$ cat src/rtl/mult_pkg.sv
// Shared definitions for the sequential multiplier: FSM state encoding and the
// constant clog2 used to size the iteration counter.
package mult_pkg;

    typedef enum logic [1:0] {
        StIdle = 2'd0,
        StRun  = 2'd1,
        StDone = 2'd2
    } state_e;

    function automatic int unsigned clog2(input int unsigned n);
        int unsigned r;
        r = 0;
        for (int unsigned v = n - 1; v > 0; v = v >> 1) begin
            r++;
        end
        return r;
    endfunction

endpackage

$ cat src/rtl/nbit_adder.sv
// Parametrised ripple-carry adder with carry-in and carry-out.
module nbit_adder #(
    parameter int unsigned WIDTH = 8
) (
    input  logic [WIDTH-1:0] a_i,
    input  logic [WIDTH-1:0] b_i,
    input  logic             cin_i,
    output logic [WIDTH-1:0] sum_o,
    output logic             cout_o
);

    always_comb begin
        logic carry;
        carry = cin_i;
        sum_o = '0;
        for (int i = 0; i < int'(WIDTH); i++) begin
            sum_o[i] = a_i[i] ^ b_i[i] ^ carry;
            carry    = (a_i[i] & b_i[i]) | (carry & (a_i[i] ^ b_i[i]));
        end
        cout_o = carry;
    end

endmodule

$ cat src/rtl/nbit_seq_multiplier.sv
// Sequential shift-and-add multiplier, one multiplier bit per clock.
// Define SIGNED_MODE_EN to add the is_signed port and two's-complement support.
module nbit_seq_multiplier
    import mult_pkg::*;
#(
    parameter int unsigned WIDTH = 8
) (
    input  logic               clk,
    input  logic               rst,
    input  logic               start,
    input  logic [WIDTH-1:0]   a,
    input  logic [WIDTH-1:0]   b,
`ifdef SIGNED_MODE_EN
    input  logic               is_signed,
`endif
    output logic               ready,
    output logic               busy,
    output logic               done,
    output logic [2*WIDTH-1:0] p
);

    localparam int unsigned CntW = clog2(WIDTH);
    localparam logic [CntW-1:0] CntLast = CntW'(WIDTH - 1);

    state_e               state_q;
    logic [WIDTH-1:0]     mcand_q, mplier_q;
    // Partial sums never reach bit 2*WIDTH-1; the adder carry-out supplies it.
    logic [2*WIDTH-2:0]   acc_q;
    logic [CntW-1:0]      cnt_q;
    logic [2*WIDTH-1:0]   p_q;
    logic                 ready_q, busy_q, done_q;

    logic [WIDTH-1:0]     a_mag, b_mag;
    logic [2*WIDTH-2:0]   addend, sum_lo;
    logic                 sum_c;
    logic [2*WIDTH-1:0]   prod, p_next;

    always_comb begin
        addend = '0;
        if (mplier_q[0]) begin
            addend = {{(WIDTH-1){1'b0}}, mcand_q} << cnt_q;
        end
    end

    nbit_adder #(.WIDTH(2*WIDTH-1)) u_acc_add (
        .a_i   (acc_q),
        .b_i   (addend),
        .cin_i (1'b0),
        .sum_o (sum_lo),
        .cout_o(sum_c)
    );

    assign prod = {sum_c, sum_lo};

`ifdef SIGNED_MODE_EN
    logic               neg_q, neg_d;
    logic [2*WIDTH-2:0] neg_lo;
    logic               neg_c;

    always_comb begin
        a_mag = (is_signed && a[WIDTH-1]) ? (~a + 1'b1) : a;
        b_mag = (is_signed && b[WIDTH-1]) ? (~b + 1'b1) : b;
        neg_d = is_signed & (a[WIDTH-1] ^ b[WIDTH-1]);
    end

    // Negation as invert + 1; the top bit takes the carry out of the lower bits.
    nbit_adder #(.WIDTH(2*WIDTH-1)) u_neg_add (
        .a_i   (~prod[2*WIDTH-2:0]),
        .b_i   ('0),
        .cin_i (1'b1),
        .sum_o (neg_lo),
        .cout_o(neg_c)
    );

    assign p_next = neg_q ? {~prod[2*WIDTH-1] ^ neg_c, neg_lo} : prod;
`else
    assign a_mag  = a;
    assign b_mag  = b;
    assign p_next = prod;
`endif

    always_ff @(posedge clk) begin
        if (rst) begin
            state_q <= StIdle;
            acc_q   <= '0;
            cnt_q   <= '0;
            p_q     <= '0;
            ready_q <= 1'b1;
            busy_q  <= 1'b0;
            done_q  <= 1'b0;
        end else begin
            done_q <= 1'b0;
            unique case (state_q)
                StIdle: begin
                    if (start) begin
                        mcand_q  <= a_mag;
                        mplier_q <= b_mag;
`ifdef SIGNED_MODE_EN
                        neg_q    <= neg_d;
`endif
                        acc_q    <= '0;
                        cnt_q    <= '0;
                        state_q  <= StRun;
                        ready_q  <= 1'b0;
                        busy_q   <= 1'b1;
                    end
                end
                StRun: begin
                    acc_q    <= sum_lo;
                    mplier_q <= mplier_q >> 1;
                    if (cnt_q == CntLast) begin
                        p_q     <= p_next;
                        done_q  <= 1'b1;
                        state_q <= StDone;
                    end else begin
                        cnt_q <= cnt_q + CntW'(1);
                    end
                end
                StDone: begin
                    state_q <= StIdle;
                    ready_q <= 1'b1;
                    busy_q  <= 1'b0;
                end
                default: state_q <= StIdle;
            endcase
        end
    end

    assign ready = ready_q;
    assign busy  = busy_q;
    assign done  = done_q;
    assign p     = p_q;

endmodule

$ cat config.mk
export PLATFORM = sky130hd
export DESIGN_NAME = nbit_seq_multiplier
export DESIGN_NICKNAME = d
export VERILOG_FILES = /design/src/rtl/mult_pkg.sv /design/src/rtl/nbit_adder.sv /design/src/rtl/nbit_seq_multiplier.sv
export SDC_FILE = /design/constraint.sdc
export NUM_CORES = 1
export LEC_CHECK = 0
export CORE_UTILIZATION = 55
export CTS_CLUSTER_SIZE = 30
export DETAILED_ROUTE_END_ITERATION = 8
export GPL_ROUTABILITY_DRIVEN = 1
export MAX_ROUTING_LAYER = met4
export PLACE_DENSITY = 0.81
export SYNTH_ARGS = -nofsm -noshare
export SYNTH_HDL_FRONTEND = slang
export SYNTH_SLANG_ARGS = --single-unit
export TNS_END_PERCENT = 50
$ cat constraint.sdc
create_clock -name clk -period 13.9 [get_ports clk]
set_clock_uncertainty 0.05 [all_clocks]
set_input_delay 2.78 -clock clk [delete_from_list [all_inputs] [get_ports clk]]
set_output_delay 2.78 -clock clk [all_outputs]
set_load 0.05 [all_outputs]
Word level (Yosys, flattened, before mapping)
Cells that the tools add are included.
W data, S select, Z words.

word-level totals
  register bits = 55
  output and inout bits = 19
  word-level logic and storage cells = 118

operators by class
  add/sub/neg operators = 1
  equality and inequality tests = 6
  shift-type cells = 1
  multiplexer cells = 16
  bitwise gates (word level) = 74
  reductions and logical operators = 11

operators with widths
  operator               count
  $mux W15               2
  $pmux W15 S2           1
  $and A1 B1 Y1          29
  $xor A1 B1 Y1          29
  $pmux W8 S2            1
  $shl A8 B3 Y15         1
  $or A1 B1 Y1           14
  $reduce_and A3 Y1      3
  $mux W8                1
  $reduce_and A2 Y1      4
  $mux W3                2
  $ne A2 B2 Y1 const B   3
  $pmux W3 S2            1
  $mux W2                2
  $pmux W1 S2            2
  $pmux W2 S2            1
  $reduce_bool A2 Y1     2
  $add A3 B1 Y3 const B  1
  $eq A3 B3 Y1 const B   1
  $mux W1                3
  $eq A2 B1 Y1 const B   1
  $eq A2 B2 Y1 const B   1
  $logic_not A2 Y1       1
  $not A1 Y1             2
  $reduce_or A2 Y1       1

Logic depth before layout (Yosys ltp)
  depth after elaboration = 31
  depth in mapped cells = 26
  gate-level depth less buffers = 24

By module
From an unflattened synthesis, not the netlist that was laid out.

unflattened totals
  cell total of the unflattened synthesis = 229
  area total of the unflattened synthesis = 2642.5 µm²

by module, submodules not included
  module               instances  cells each  area an instance (µm²)  sequential area each (µm²)
  nbit_seq_multiplier  1          204         2304.7                  1261.2
  nbit_adder           1          25          337.8                   0.0

Least setup slack after synthesis
No wires, ideal clock.

  kind = register -> register
  start = register cnt_q[0]
  end = register acc_q[14]
  setup time = 65 ps
  data arrival time = 6645 ps
  required time = 13785 ps
  setup slack = 7140 ps
  cell stages (with the launch flop) = 27
  path buffers = 2
  cells stage by stage = dfxtp_1 clkbuf_1 buf_2 nor2_1 nand2_1 nor2_1 ha_1 fa_1 fa_1 fa_1 fa_1 inv_1 fa_1 inv_1 fa_1 fa_1 fa_1 fa_1 fa_1 fa_1 fa_1 fa_1 inv_1 fa_1 inv_1 a22oi_1 nor2_1

on the way
  word-level cells in the longest chain between the ends = 31
  elaborated cells between the ends (all ways) = 58

ends and longest elaborated chain
  element                                                line                        text
  start, declared                                        nbit_seq_multiplier.sv:29   logic [CntW-1:0] cnt_q;
  start signal, assigned                                 nbit_seq_multiplier.sv:116  cnt_q <= cnt_q + CntW'(1);
  $shl A8 B3 Y15 (*)                                     nbit_seq_multiplier.sv:41   addend = {{(WIDTH-1){1'b0}}, mcand_q} << cnt_q;
  $mux W15 (*)                                           nbit_seq_multiplier.sv:40   if (mplier_q[0]) begin
  $and A1 B1 Y1 / $xor A1 B1 Y1 (equally long branches)  nbit_adder.sv:18            carry = (a_i[i] & b_i[i]) | (carry & (a_i[i] ^ b_i[i]));
  $and A1 B1 Y1                                          nbit_adder.sv:18
  $or A1 B1 Y1                                           nbit_adder.sv:18
  $and A1 B1 Y1                                          nbit_adder.sv:18
  $or A1 B1 Y1                                           nbit_adder.sv:18
  $and A1 B1 Y1                                          nbit_adder.sv:18
  [15 not listed]                                        n/a
  $and A1 B1 Y1                                          nbit_adder.sv:18
  $or A1 B1 Y1                                           nbit_adder.sv:18
  $and A1 B1 Y1                                          nbit_adder.sv:18
  $or A1 B1 Y1                                           nbit_adder.sv:18
  $and A1 B1 Y1                                          nbit_adder.sv:18
  $or A1 B1 Y1                                           nbit_adder.sv:18
  $xor A1 B1 Y1 (*)                                      nbit_adder.sv:17            sum_o[i] = a_i[i] ^ b_i[i] ^ carry;
  $pmux W15 S2 (*)                                       nbit_seq_multiplier.sv:93   unique case (state_q)
  end signal, assigned                                   nbit_seq_multiplier.sv:109  acc_q <= sum_lo;
  end, declared                                          nbit_seq_multiplier.sv:28   logic [2*WIDTH-2:0] acc_q;

Every way passes the cells marked *; elsewhere a longest branch is shown, timed or not.
A chain may end at the register's enable or synchronous reset.

Worst setup path after layout
Ends and elaborated chain as after synthesis.

==> run metrics <==
Crit path max-delay family=adder cells; clock buffer depth=2; Post-CTS Resized=0; vias in the first global route=1784; WL per Instance=around 14 um; crit-path max cell delay=760 ps; Final setup viols=0; H-tree depth=2; #FFs+latches synth=55; Buf/Inv on CP=4; Crit. End Element=register; simple logic cell fraction of the synthesized area=around 14%; Die X=around 71 um; Reg2Reg Depth=24; nets=between 300 and 400; leading cell type in the layout, fill and taps excluded=dfxtp_1; Placed Area=2990 sq um; post-synthesis xor/xnor area fraction=0%; initial core utilization=~60%; final cell count without fillers=between 300 and 400; LEAKAGE=~1.1 nW; Die Y=71.1 um; Pins Over Slew Limit=0; mux cell area share after synthesis=9.96%; worst rel slew slack=a little over a third; IO Pins=38; Final min period=~7100 ps; first-pass GRT wire length=between 8 and 9 mm; largest net degree at the start of global routing=between 40 and 50; PwrDens=between 90 and 100 nW/um^2; Synth area leaders=dfxtp_1, edfxtp_1, fa_1, nand2_1, a22oi_1; Row Count=24; Worst Tran Pin Value=between 900 and 1000 ps; drt via density=between 5 and 6; Peak VDD IR=a little under 60 uV; ANT cells=0; worst reg2reg endpoint=acc_q[14]; Setup Buffers After CTS=0; Synth async-reset ratio=0%; setup_tns=0 ps; cell area after synthesis=between 2000 and 3000 sq um; DR vias=around 1.8k; Levels on crit path=24; cells after synthesis=between 200 and 300; Hold WC Path Type=register to register; gpl congestion=between 0.8 and 0.9; worst endpoint required time=roughly 14000 ps; IO Port Bufs=37; critical-path cell list=nor2_1 -> nand2_1 -> nor2_1 -> ha_1 -> fa_1 -> fa_1 -> fa_1 -> fa_1 -> inv_1 -> fa_1 -> inv_1 -> fa_1 -> fa_1 -> fa_1 -> fa_1 -> fa_1 -> fa_1 -> fa_1 -> fa_1 -> inv_1 -> fa_1 -> inv_1 -> a22oi_1 -> nor2_1; Unique masters post-synth=34; FF-to-FF setup slack=just under 7000 ps; Synth top area share=between 20% and 30%; sequential share of the synthesized area=48.0%; power consumption=291 uW; failing checks=DRC; layout cells sized above 1=under 10%; Final Instance Area=between 3000 and 4000 sq um; clk_lat worst skew=320 ps; complex-gate fraction of the synthesized area=between 10% and 20%; Std-Cell Core Area=about 4500 sq um; Congestion Overflow GR=0; Starting DRT DRC Count=around 150; Yosys Warn Count=0; Hold Buf Count CTS=0; unrepaired setup endpoints after global routing=false; critical path launch point type=register; Area Growth Syn to Fin=17.0%; placed cell count=between 300 and 400; Antenna Nets Post-Route=0; Hold Path Origin=p[1]; initial antenna violation count=0; first drt pass iteration count=6; average size of a mapped cell=between 10 and 15 sq um; largest family of logic cells by synthesized area=simple AND/OR/NAND/NOR gates; hpwl dp=3.40 mm; Synth area leader=dfxtp_1; clock sink count=55; pre-CTS setup slack=between 6000 and 7000 ps; Hold Crit Depth=2; die area=5060 sq um; Worst path slowest cell=dfxtp_1; Achievable Freq=between 100 and 150 MHz; clock root cell=clkbuf_8; period utilisation layout=between 50 and 60%; r2r startpoint=cnt_q[0]; clock slew seen by the registers of the worst setup and hold paths=roughly 90 ps; WHS Endpoint=p[1]; arrival time at the worst endpoint=between 7000 and 8000 ps; commonest non-fill, non-tap cells in the layout=dfxtp_1, clkdlybuf4s50_1, nand2_1; Final Hold Viols=0; CP dominant cell by count=fa_1; max-cap viol count=0; post-synthesis adder-cell area fraction=roughly an eighth; CTS tree=built; fin worst setup slack=approximately 6800 ps; drt drc=4; syn nets=approximately 290; All-Layer GR Usage=22.1%; kind of critical path=register to register; Post-synth EDFFs=16; WL final=between 4 and 5 mm; number of buffers created by CTS=5; Most used DFF post-synth=dfxtp_1; status=complete, but fails checks; CP max FO=17
[worst reg2reg max path: cells and delay by family, from the launching register on]
| kind | cells | cell delay [ps] |
|---|---|---|
| AND/OR/NAND/NOR | 4 | 370 |
| flip-flops | 1 | 760 |
| AO/OA/AOI/OAI | 1 | 80 |
| adder cells (fa/ha/maj) | 15 | 5460 |
| buffers and inverters | 4 | 290 |
[logic make-up after synthesis]
logic type,Yosys count
fa+ha+maj,17
mux,22
simple gates,82
buf+inv,28
compound gates,48
flops,55
[sequential cells by signal, summed over array words and instances, names as in the netlist]
register,cells
mplier_q,8
acc_q,15
state_q,2
busy,1
mcand_q,8
p,16
ready,1
cnt_q,3
done,1
[layer usage]
| layer | global-route usage (%) | up-vias | part of all wire, % |
|---|---|---|---|
| met3 | 3.85 | 9 | 3.0 |
| met2 | 34.6 | 39 | 48 |
| met5 | - | - | 0 |
| li1 | - | 915 | - |
| met1 | 28.1 | 884 | 47 |
| met4 | 10.7 | 0 | 2.1 |
[stage by stage]
stage               util [%]  hold WS (ps)
floorplan                  -           415
global placement        66.9           387
detailed placement      66.9           386
CTS                     68.7           407
global route            68.7           426
finish                  68.7           406
[cells in the mapped netlist (2+ instances only)]
cell / n
a211oi_1: 4
a21oi_1: 19
a22oi_1: 15
and2_1: 4
and3b_1: 2
buf_2: 8
clkbuf_1: 10
dfxtp_1: 39
edfxtp_1: 16
fa_1: 14
ha_1: 3
inv_1: 7
mux2_1: 10
mux2_4: 3
mux2i_1: 7
nand2_1: 34
nand2b_1: 2
nor2_1: 28
nor2b_1: 4
nor3_1: 3
nor3b_1: 2
o21ai_1: 2
o22ai_1: 5
[cell type report]
type	instances	area [sq um]
Multi-Input combinational cell	169	1240
Fill cell	371	1400
Clock buffer	7	76.3
Clock inverter	1	5.00
Inverter	8	30.0
Timing Repair Buffer	40	393
Tap cell	52	65.1
Sequential cell	55	1260
[report_power, final]
part	internal (mW)	switching (mW)	total, mW
Clock	0.0355	0.0499	0.0854
Sequential	0.170	0.00426	0.174
Combinational	0.0154	0.0159	0.0313
[worst max path at each step]
stage	endpoint	slack (ps)	start
2_1_floorplan	acc_q[14]	7140	cnt_q[0]
3_3_place_gp	acc_q[14]	7070	cnt_q[0]
3_5_place_dp	acc_q[14]	6880	cnt_q[0]
4_1_cts	acc_q[14]	6840	cnt_q[0]
5_1_grt	acc_q[14]	6490	cnt_q[0]
6_report	acc_q[14]	6820	cnt_q[0]
(Power assumes the default switching activity.)
